--- config.mk ---
export PLATFORM = sky130hd
export DESIGN_NAME = qspi_arb
export DESIGN_NICKNAME = d
export VERILOG_FILES = /design/src/rtl/vc_mem_pkg.sv /design/src/rtl/qspi_arb_pick.sv /design/src/rtl/qspi_arb.sv
export SDC_FILE = /design/constraint.sdc
export NUM_CORES = 1
export LEC_CHECK = 0
export BUFFER_PORTS_ARGS = -buffer_cell sky130_fd_sc_hd__buf_4
export CAP_MARGIN = 20
export CORE_MARGIN = 3
export CORE_UTILIZATION = 35
export DETAILED_ROUTE_END_ITERATION = 7
export HOLD_SLACK_MARGIN = 0.02
export PLACE_DENSITY = 0.78
export SLEW_MARGIN = 20
export SYNTH_ARGS = -nofsm -noshare
export SYNTH_HDL_FRONTEND = slang
export SYNTH_SLANG_ARGS = --single-unit
--- constraint.sdc ---
create_clock -name clk -period 3.8 [get_ports clk]
set_input_delay 1.14 -clock clk [delete_from_list [all_inputs] [get_ports clk]]
set_output_delay 1.14 -clock clk [all_outputs]
set_load 0.03 [all_outputs]
--- src/rtl/vc_mem_pkg.sv ---
// Shared definitions for the memory-side arbiters: owner encoding, arbiter FSM states
// and the line-tag width derived from address width and line size.
package vc_mem_pkg;

  localparam int PA_DEFAULT          = 24;
  localparam int LINE_LENGTH_DEFAULT = 4;

  function automatic int tagWidth(input int pa, input int lineLength);
    return pa - $clog2(lineLength);
  endfunction

  localparam int TAG_W = tagWidth(PA_DEFAULT, LINE_LENGTH_DEFAULT);

  typedef enum logic [1:0] {
    OWN_NONE = 2'd0,
    OWN_I    = 2'd1,
    OWN_D    = 2'd2,
    OWN_X    = 2'd3
  } owner_e;

  typedef enum logic [1:0] {
    IDLE = 2'd0,
    BUSY = 2'd1,
    TURN = 2'd2
  } state_e;

endpackage

--- src/rtl/qspi_arb_pick.sv ---
// Winner selection for the QSPI arbiter: starved icache, then starved aux,
// then the fixed order dcache > icache > aux.
module qspi_arb_pick
  import vc_mem_pkg::*;
(
  input  logic   iReq_i,
  input  logic   dReq_i,
  input  logic   xReq_i,
  input  logic   iStarved_i,
  input  logic   xStarved_i,
  output owner_e winner_o
);

  always_comb begin
    winner_o = OWN_NONE;
    if (iReq_i && iStarved_i) begin
      winner_o = OWN_I;
    end else if (xReq_i && xStarved_i) begin
      winner_o = OWN_X;
    end else if (dReq_i) begin
      winner_o = OWN_D;
    end else if (iReq_i) begin
      winner_o = OWN_I;
    end else if (xReq_i) begin
      winner_o = OWN_X;
    end
  end

endmodule

--- src/rtl/qspi_arb.sv ---
// Arbiter/sequencer sharing the single QSPI line engine between icache, dcache and
// the aux port: holds the grant for a whole line, routes strobes, starvation and timeout.
module qspi_arb
  import vc_mem_pkg::*;
#(
  parameter int PA          = PA_DEFAULT,
  parameter int LINE_LENGTH = LINE_LENGTH_DEFAULT,
  parameter int STARVE      = 4,
  parameter int TIMEOUT     = 255
) (
  input  logic                               clk,
  input  logic                               reset,
  input  logic                               i_req,
  input  logic [PA-$clog2(LINE_LENGTH)-1:0]  i_tag,
  input  logic [1:0]                         i_mem,
  input  logic                               d_req,
  input  logic                               d_write,
  input  logic [PA-$clog2(LINE_LENGTH)-1:0]  d_tag,
  input  logic [1:0]                         d_mem,
  input  logic [3:0]                         d_wdata,
  input  logic                               x_req,
  input  logic                               x_write,
  input  logic [PA-$clog2(LINE_LENGTH)-1:0]  x_tag,
  input  logic [1:0]                         x_mem,
  input  logic [3:0]                         x_wdata,
  output logic                               i_gnt,
  output logic                               d_gnt,
  output logic                               x_gnt,
  output logic                               i_done,
  output logic                               d_done,
  output logic                               x_done,
  output logic                               err,
  output logic                               i_wstrobe,
  output logic                               d_wstrobe,
  output logic                               x_wstrobe,
  output logic                               d_rstrobe,
  output logic                               x_rstrobe,
  output logic                               q_req,
  output logic                               q_i_d,
  output logic                               q_write,
  output logic [PA-$clog2(LINE_LENGTH)-1:0]  q_tag,
  output logic [1:0]                         q_mem,
  output logic [3:0]                         q_wdata,
  input  logic                               q_wstrobe,
  input  logic                               q_rstrobe,
  input  logic                               q_done
);

  localparam int TW     = tagWidth(PA, LINE_LENGTH);
  localparam int WAIT_W = $clog2(STARVE + 1);
  localparam int CNT_W  = $clog2(TIMEOUT + 1);

  state_e            state_q, state_d;
  owner_e            owner_q, owner_d;
  logic [WAIT_W-1:0] iWait_q, iWait_d;
  logic [WAIT_W-1:0] xWait_q, xWait_d;
  logic [CNT_W-1:0]  tmoCnt_q, tmoCnt_d;
  logic              abort_q, abort_d;

  owner_e winner;
  logic   anyReq;
  logic   iStarved;
  logic   xStarved;
  logic   tmoHit;

  assign anyReq   = i_req | d_req | x_req;
  assign iStarved = (iWait_q == WAIT_W'(STARVE));
  assign xStarved = (xWait_q == WAIT_W'(STARVE));
  assign tmoHit   = (tmoCnt_q == CNT_W'(TIMEOUT));

  qspi_arb_pick uPick (
    .iReq_i     (i_req),
    .dReq_i     (d_req),
    .xReq_i     (x_req),
    .iStarved_i (iStarved),
    .xStarved_i (xStarved),
    .winner_o   (winner)
  );

  always_ff @(posedge clk) begin
    if (reset) begin
      state_q  <= IDLE;
      owner_q  <= OWN_NONE;
      iWait_q  <= '0;
      xWait_q  <= '0;
      tmoCnt_q <= '0;
      abort_q  <= 1'b0;
    end else begin
      state_q  <= state_d;
      owner_q  <= owner_d;
      iWait_q  <= iWait_d;
      xWait_q  <= xWait_d;
      tmoCnt_q <= tmoCnt_d;
      abort_q  <= abort_d;
    end
  end

  // Every IDLE cycle is an arbitration point, so wait counters only move there.
  always_comb begin
    state_d  = state_q;
    owner_d  = owner_q;
    iWait_d  = iWait_q;
    xWait_d  = xWait_q;
    tmoCnt_d = tmoCnt_q;
    abort_d  = abort_q;
    case (state_q)
      IDLE: begin
        abort_d  = 1'b0;
        tmoCnt_d = '0;
        if (anyReq) begin
          state_d = BUSY;
          owner_d = winner;
        end
        if (!i_req || (winner == OWN_I)) begin
          iWait_d = '0;
        end else if (!iStarved) begin
          iWait_d = iWait_q + 1'b1;
        end
        if (!x_req || (winner == OWN_X)) begin
          xWait_d = '0;
        end else if (!xStarved) begin
          xWait_d = xWait_q + 1'b1;
        end
      end
      BUSY: begin
        if (q_done || tmoHit) begin
          state_d = TURN;
          abort_d = !q_done;
        end else begin
          tmoCnt_d = tmoCnt_q + 1'b1;
        end
      end
      TURN: begin
        state_d = IDLE;
        owner_d = OWN_NONE;
      end
      default: begin
        state_d = IDLE;
        owner_d = OWN_NONE;
      end
    endcase
  end

  // An icache owner is read-only, so its write flag, write data and rstrobe stay 0.
  always_comb begin
    i_gnt     = 1'b0;
    d_gnt     = 1'b0;
    x_gnt     = 1'b0;
    i_done    = 1'b0;
    d_done    = 1'b0;
    x_done    = 1'b0;
    err       = 1'b0;
    i_wstrobe = 1'b0;
    d_wstrobe = 1'b0;
    x_wstrobe = 1'b0;
    d_rstrobe = 1'b0;
    x_rstrobe = 1'b0;
    q_req     = 1'b0;
    q_i_d     = 1'b0;
    q_write   = 1'b0;
    q_tag     = '0;
    q_mem     = '0;
    q_wdata   = '0;
    if (state_q == BUSY) begin
      q_req = 1'b1;
      case (owner_q)
        OWN_I: begin
          i_gnt     = 1'b1;
          q_i_d     = 1'b1;
          q_tag     = i_tag;
          q_mem     = i_mem;
          i_wstrobe = q_wstrobe;
        end
        OWN_D: begin
          d_gnt     = 1'b1;
          q_write   = d_write;
          q_tag     = d_tag;
          q_mem     = d_mem;
          q_wdata   = d_wdata;
          d_wstrobe = q_wstrobe;
          d_rstrobe = q_rstrobe;
        end
        OWN_X: begin
          x_gnt     = 1'b1;
          q_write   = x_write;
          q_tag     = x_tag;
          q_mem     = x_mem;
          q_wdata   = x_wdata;
          x_wstrobe = q_wstrobe;
          x_rstrobe = q_rstrobe;
        end
        OWN_NONE: begin
          q_req = 1'b0;
        end
        default: begin
          q_req = 1'b0;
        end
      endcase
    end else if (state_q == TURN) begin
      err = abort_q;
      case (owner_q)
        OWN_I:    i_done = 1'b1;
        OWN_D:    d_done = 1'b1;
        OWN_X:    x_done = 1'b1;
        default:  err    = 1'b0;
      endcase
    end
  end

  logic [TW-1:0] unusedTagCheck;
  assign unusedTagCheck = q_tag;

endmodule

Word level (Yosys, flattened, before mapping)
Index checks and enable logic that the tools add are counted.

Register bits after elaboration: 19. Output and inout bits: 43.

Add/subtract/negate cells: 3. Equal/unequal tests: 15. Mux-type cells: 53. Bitwise operators: 3. Reductions and logical operators: 18.

Operators with widths (number): 22-bit case mux with 3 select lines (1); 1-bit two-way mux (29); 22-bit two-way mux (1); 2-bit two-way mux (9); 8-bit case mux with 2 select lines (1); 3-bit two-way mux (4); 2-bit AND reduction (6); 2-bit inequality test (second input constant) (5); 8-bit by 1-bit adder with 8-bit output (second input constant) (1); 2-bit equality test (second input constant) (4); 8-bit equality test (second input constant) (1); 8-bit two-way mux (1); 2-bit case mux with 2 select lines (2); 4-bit case mux with 2 select lines (1); 3-bit by 1-bit adder with 3-bit output (second input constant) (2); 2-bit by 1-bit equality test with 1-bit output (second input constant) (3); 3-bit equality test (second input constant) (2); 2-bit case mux with 3 select lines (1); 2-bit zero test (2); 4-bit two-way mux (1); 1-bit case mux with 2 select lines (2); 1-bit zero test (3); 1-bit logical OR (3); 3-bit OR reduction (1); 4 further kinds (6).

Longest topological paths before layout
Depth after elaboration: 9. Mapped depth: 6. Mapped depth without buffers: 6.

Modules after synthesis
Synthesis repeated with hierarchy kept, for this count alone.

Cell total of the unflattened synthesis: 237. Area, all modules: 1821.7 µm².

Modules (own cells, without submodules): qspi_arb (instances 1, cells an instance 231, area each 1784.2 µm², sequential area each 380.4 µm²); qspi_arb_pick (instances 1, cells an instance 6, area each 37.5 µm², sequential area each 0.0 µm²).

Worst setup path after synthesis
Ideal clock, no wire load.

Path kind: in2out. From: in x_tag[20]. To: out q_tag[20]. Data arrival time: 1.757 ns. Path slack: 0.903 ns. Stages: 3. Buffers on the path: 0. Path through: mux2_2 -> a22oi_1 -> nor2_1.

Cells in the longest elaborated chain, start to end: 2.

RTL lines: start, declared (RTL line qspi_arb.sv:23) `input logic [PA-$clog2(LINE_LENGTH)-1:0] x_tag,`; 22-bit case mux with 3 select lines (RTL line qspi_arb.sv:166) `case (owner_q)`; 22-bit two-way mux (RTL line qspi_arb.sv:164) `if (state_q == BUSY) begin`; end, declared (RTL line qspi_arb.sv:41) `output logic [PA-$clog2(LINE_LENGTH)-1:0] q_tag,`.

No other way between the ends.

Worst setup path after layout
Same ends and word-level chain as after synthesis.

==> reports/metrics.yaml <==
tightest_slew_ps: 532
htree_levels: 1
worstHoldStart: "iWait_q[1]"
synthTopCellsByArea: "dfxtp_1, mux2_2, a22oi_1"
antenna_found_initial: 0
post-route-period-util: 0.804
synthesis.yosys.warnings: 0
insertion_delay_ps: 260
path_cells: "buf_4 -> mux2_2 -> a22oi_1 -> nor2_1 -> buf_4"
hp-class: "flop to flop"
synth_cells: 227
final_cell_mix: "buf_4, nor2_1, a22oi_1"
dr.pass1.iters: 5
final_area_sq_um: 2860
fin_skew_ps: 5.43
setup_viol: 0
grt_usage: 0.195
layout.nets: 447
cts_setup_buffers: 0
clockBufferDepth: 2
p_leak_uw: 0.00128
drt_drc_violations_left: 0
dp_slack_ps: 747
slowest_stage: "mux2_2"
syn-cell-area_sq_um: 1780
clock_sinks: 19
finalMaxSlewViolations: 0
cts_tree: "yes"
crit_path_max_fanout: 1
cts.clk_slew.worst_paths_ps: 70
timing.final.ws_setup_ps: 745
grt_pass1_wl_microns: 9740
synth_edf_count: 0
cts-root-buf: "clkbuf_8"
layout_commonest_cell: "buf_4"
yosys.area.top_type: "dfxtp_1"
pwr_density_cell_nw_per_um2: 227
synth_seq_area_share: 0.213
tns_ps: 0
core-area_sq_um: 4820
max-slew-margin-rel: 0.645
viasPerCell: 5.19
startpoint_type: "input pin"
n_antenna_cell: 0
cts_hold_buf: 0
wl_per_cell_microns: 15.0
row_count: 25
area_growth_pct: 60.4
drive_gt1_frac: 0.504
grt_overflow_total: 0
grt_max_degree: 29
required_ps: 2660
start_util: 0.370
grt_pass1_vias: 1987
hold_slack_ps: 487
avgSynthCellArea_sq_um: 7.85
path_common_cell: "buf_4"
die_area_sq_um: 5980
vdd_drop_max_mv: 0.284
syn_nets: 322
crit_arrival_ps: 1910
num_vias: 2171
outcome: "completed"
p_total_uw: 649
fillers: 458
fp.dieW_microns: 77.4
placed_area_sq_um: 2810
cts_resized: 0
synth_cell_type_count: 53
maxCapViolations: 0
drt_wl_total_microns: 6250
drt_iter0_markers: 46
ioPinCount: 133
cp-end-kind: "output port"
fmax_mhz: 327
io_buffers: 132
synth_top_area_frac: 0.213
hpwl_microns: 4900
gp_congestion: 0.837
hold_viol_final: 0
fin_crit_ps: 3050
crit_type: "input pin to output port"
synth_flop_cell: "dfxtp_1"
cts_buffers: 3
die_h_microns: 77.4
startpoint: "x_tag[20]"
slowest_delay_ps: 250
rsz0062_at_grt: "false"
ant_nets: 0
synth_seq_cells: 19
r2r_start: "state_q[0]"
ys_async_sr_fraction: 0
==> stage by stage <==
stage / utilization / instances
finish: 0.593 / 418
CTS: 0.593 / 418
global route: 0.593 / 418
detailed placement: 0.584 / 414
floorplan: - / 227
global placement: 0.584 / 414
==> per-layer routing <==
metal  GRT usage  wire [microns]  vias to the layer above
met5           0               0                        -
met4      0.0320              57                        0
met3      0.0452             440                       10
met2       0.339            3090                       95
met1       0.249            2660                      970
li1            -               -                     1096
==> cells in the mapped netlist, types with 2 or more instances <==
library cell	n
a22o_1	5
nor2_1	35
buf_1	2
a211oi_1	3
a31oi_1	2
nor3_1	5
nor2b_1	2
nand2b_1	2
o21ai_0	7
o31ai_1	2
o32ai_1	3
a22oi_1	27
nor2_2	3
nand3_1	6
ha_1	5
inv_1	7
and3_1	2
buf_2	5
clkbuf_1	7
and2_1	5
o41ai_1	2
a21oi_1	4
mux2_2	24
dfxtp_1	19
nand2_1	13
nor3b_1	2
or3_1	2
==> worst paths after layout <==
check | endpoint | slack (ps) | depth (start not counted)
worst max-delay path | q_tag[20] | 750 | 5
worst min-delay path | iWait_q[1] | 490 | 2
worst max register to register | tmoCnt_q[3] | 1870 | 4
worst min register to register | iWait_q[1] | 490 | 2
==> flip-flops by register name (all words and copies together), names as in the netlist <==
signal	count
abort_q	1
iWait_q	3
tmoCnt_q	8
owner_q	2
xWait_q	3
state_q	2
==> report_power, final <==
| part | switching [uW] | internal [uW] | total, uW |
|---|---|---|---|
| Combinational | 141 | 146 | 287 |
| Clock | 70.7 | 73.1 | 144 |
| Sequential | 11.0 | 207 | 218 |
| Total | 223 | 426 | 649 |
==> worst max-delay path, delay by kind of cell <==
family / cells / cell delay, ps
buffers and inverters: 2 / 270
AO/OA/AOI/OAI: 1 / 180
AND/OR/NAND/NOR: 1 / 60
multiplexers: 1 / 250
==> area by class of cell <==
class	instances	area, sq um	share of cell area
Multi-Input combinational cell	184	1300	0.454
Timing Repair Buffer	136	1020	0.357
Sequential cell	19	380	0.133
Tap cell	67	83.8	0.0293
Clock buffer	3	41.3	0.0144
Inverter	8	30.0	0.0105
Clock inverter	1	5.00	0.00175
==> logic make-up after synthesis <==
group                    synth area share
buffers and inverters              0.0604
XOR/XNOR                          0.00983
AND/OR/NAND/NOR                     0.246
AO/OA/AOI/OAI                       0.284
multiplexers                        0.152
adder cells (fa/ha/maj)            0.0351
flip-flops                          0.213
Note: power is estimated with default switching activity, not from simulation.
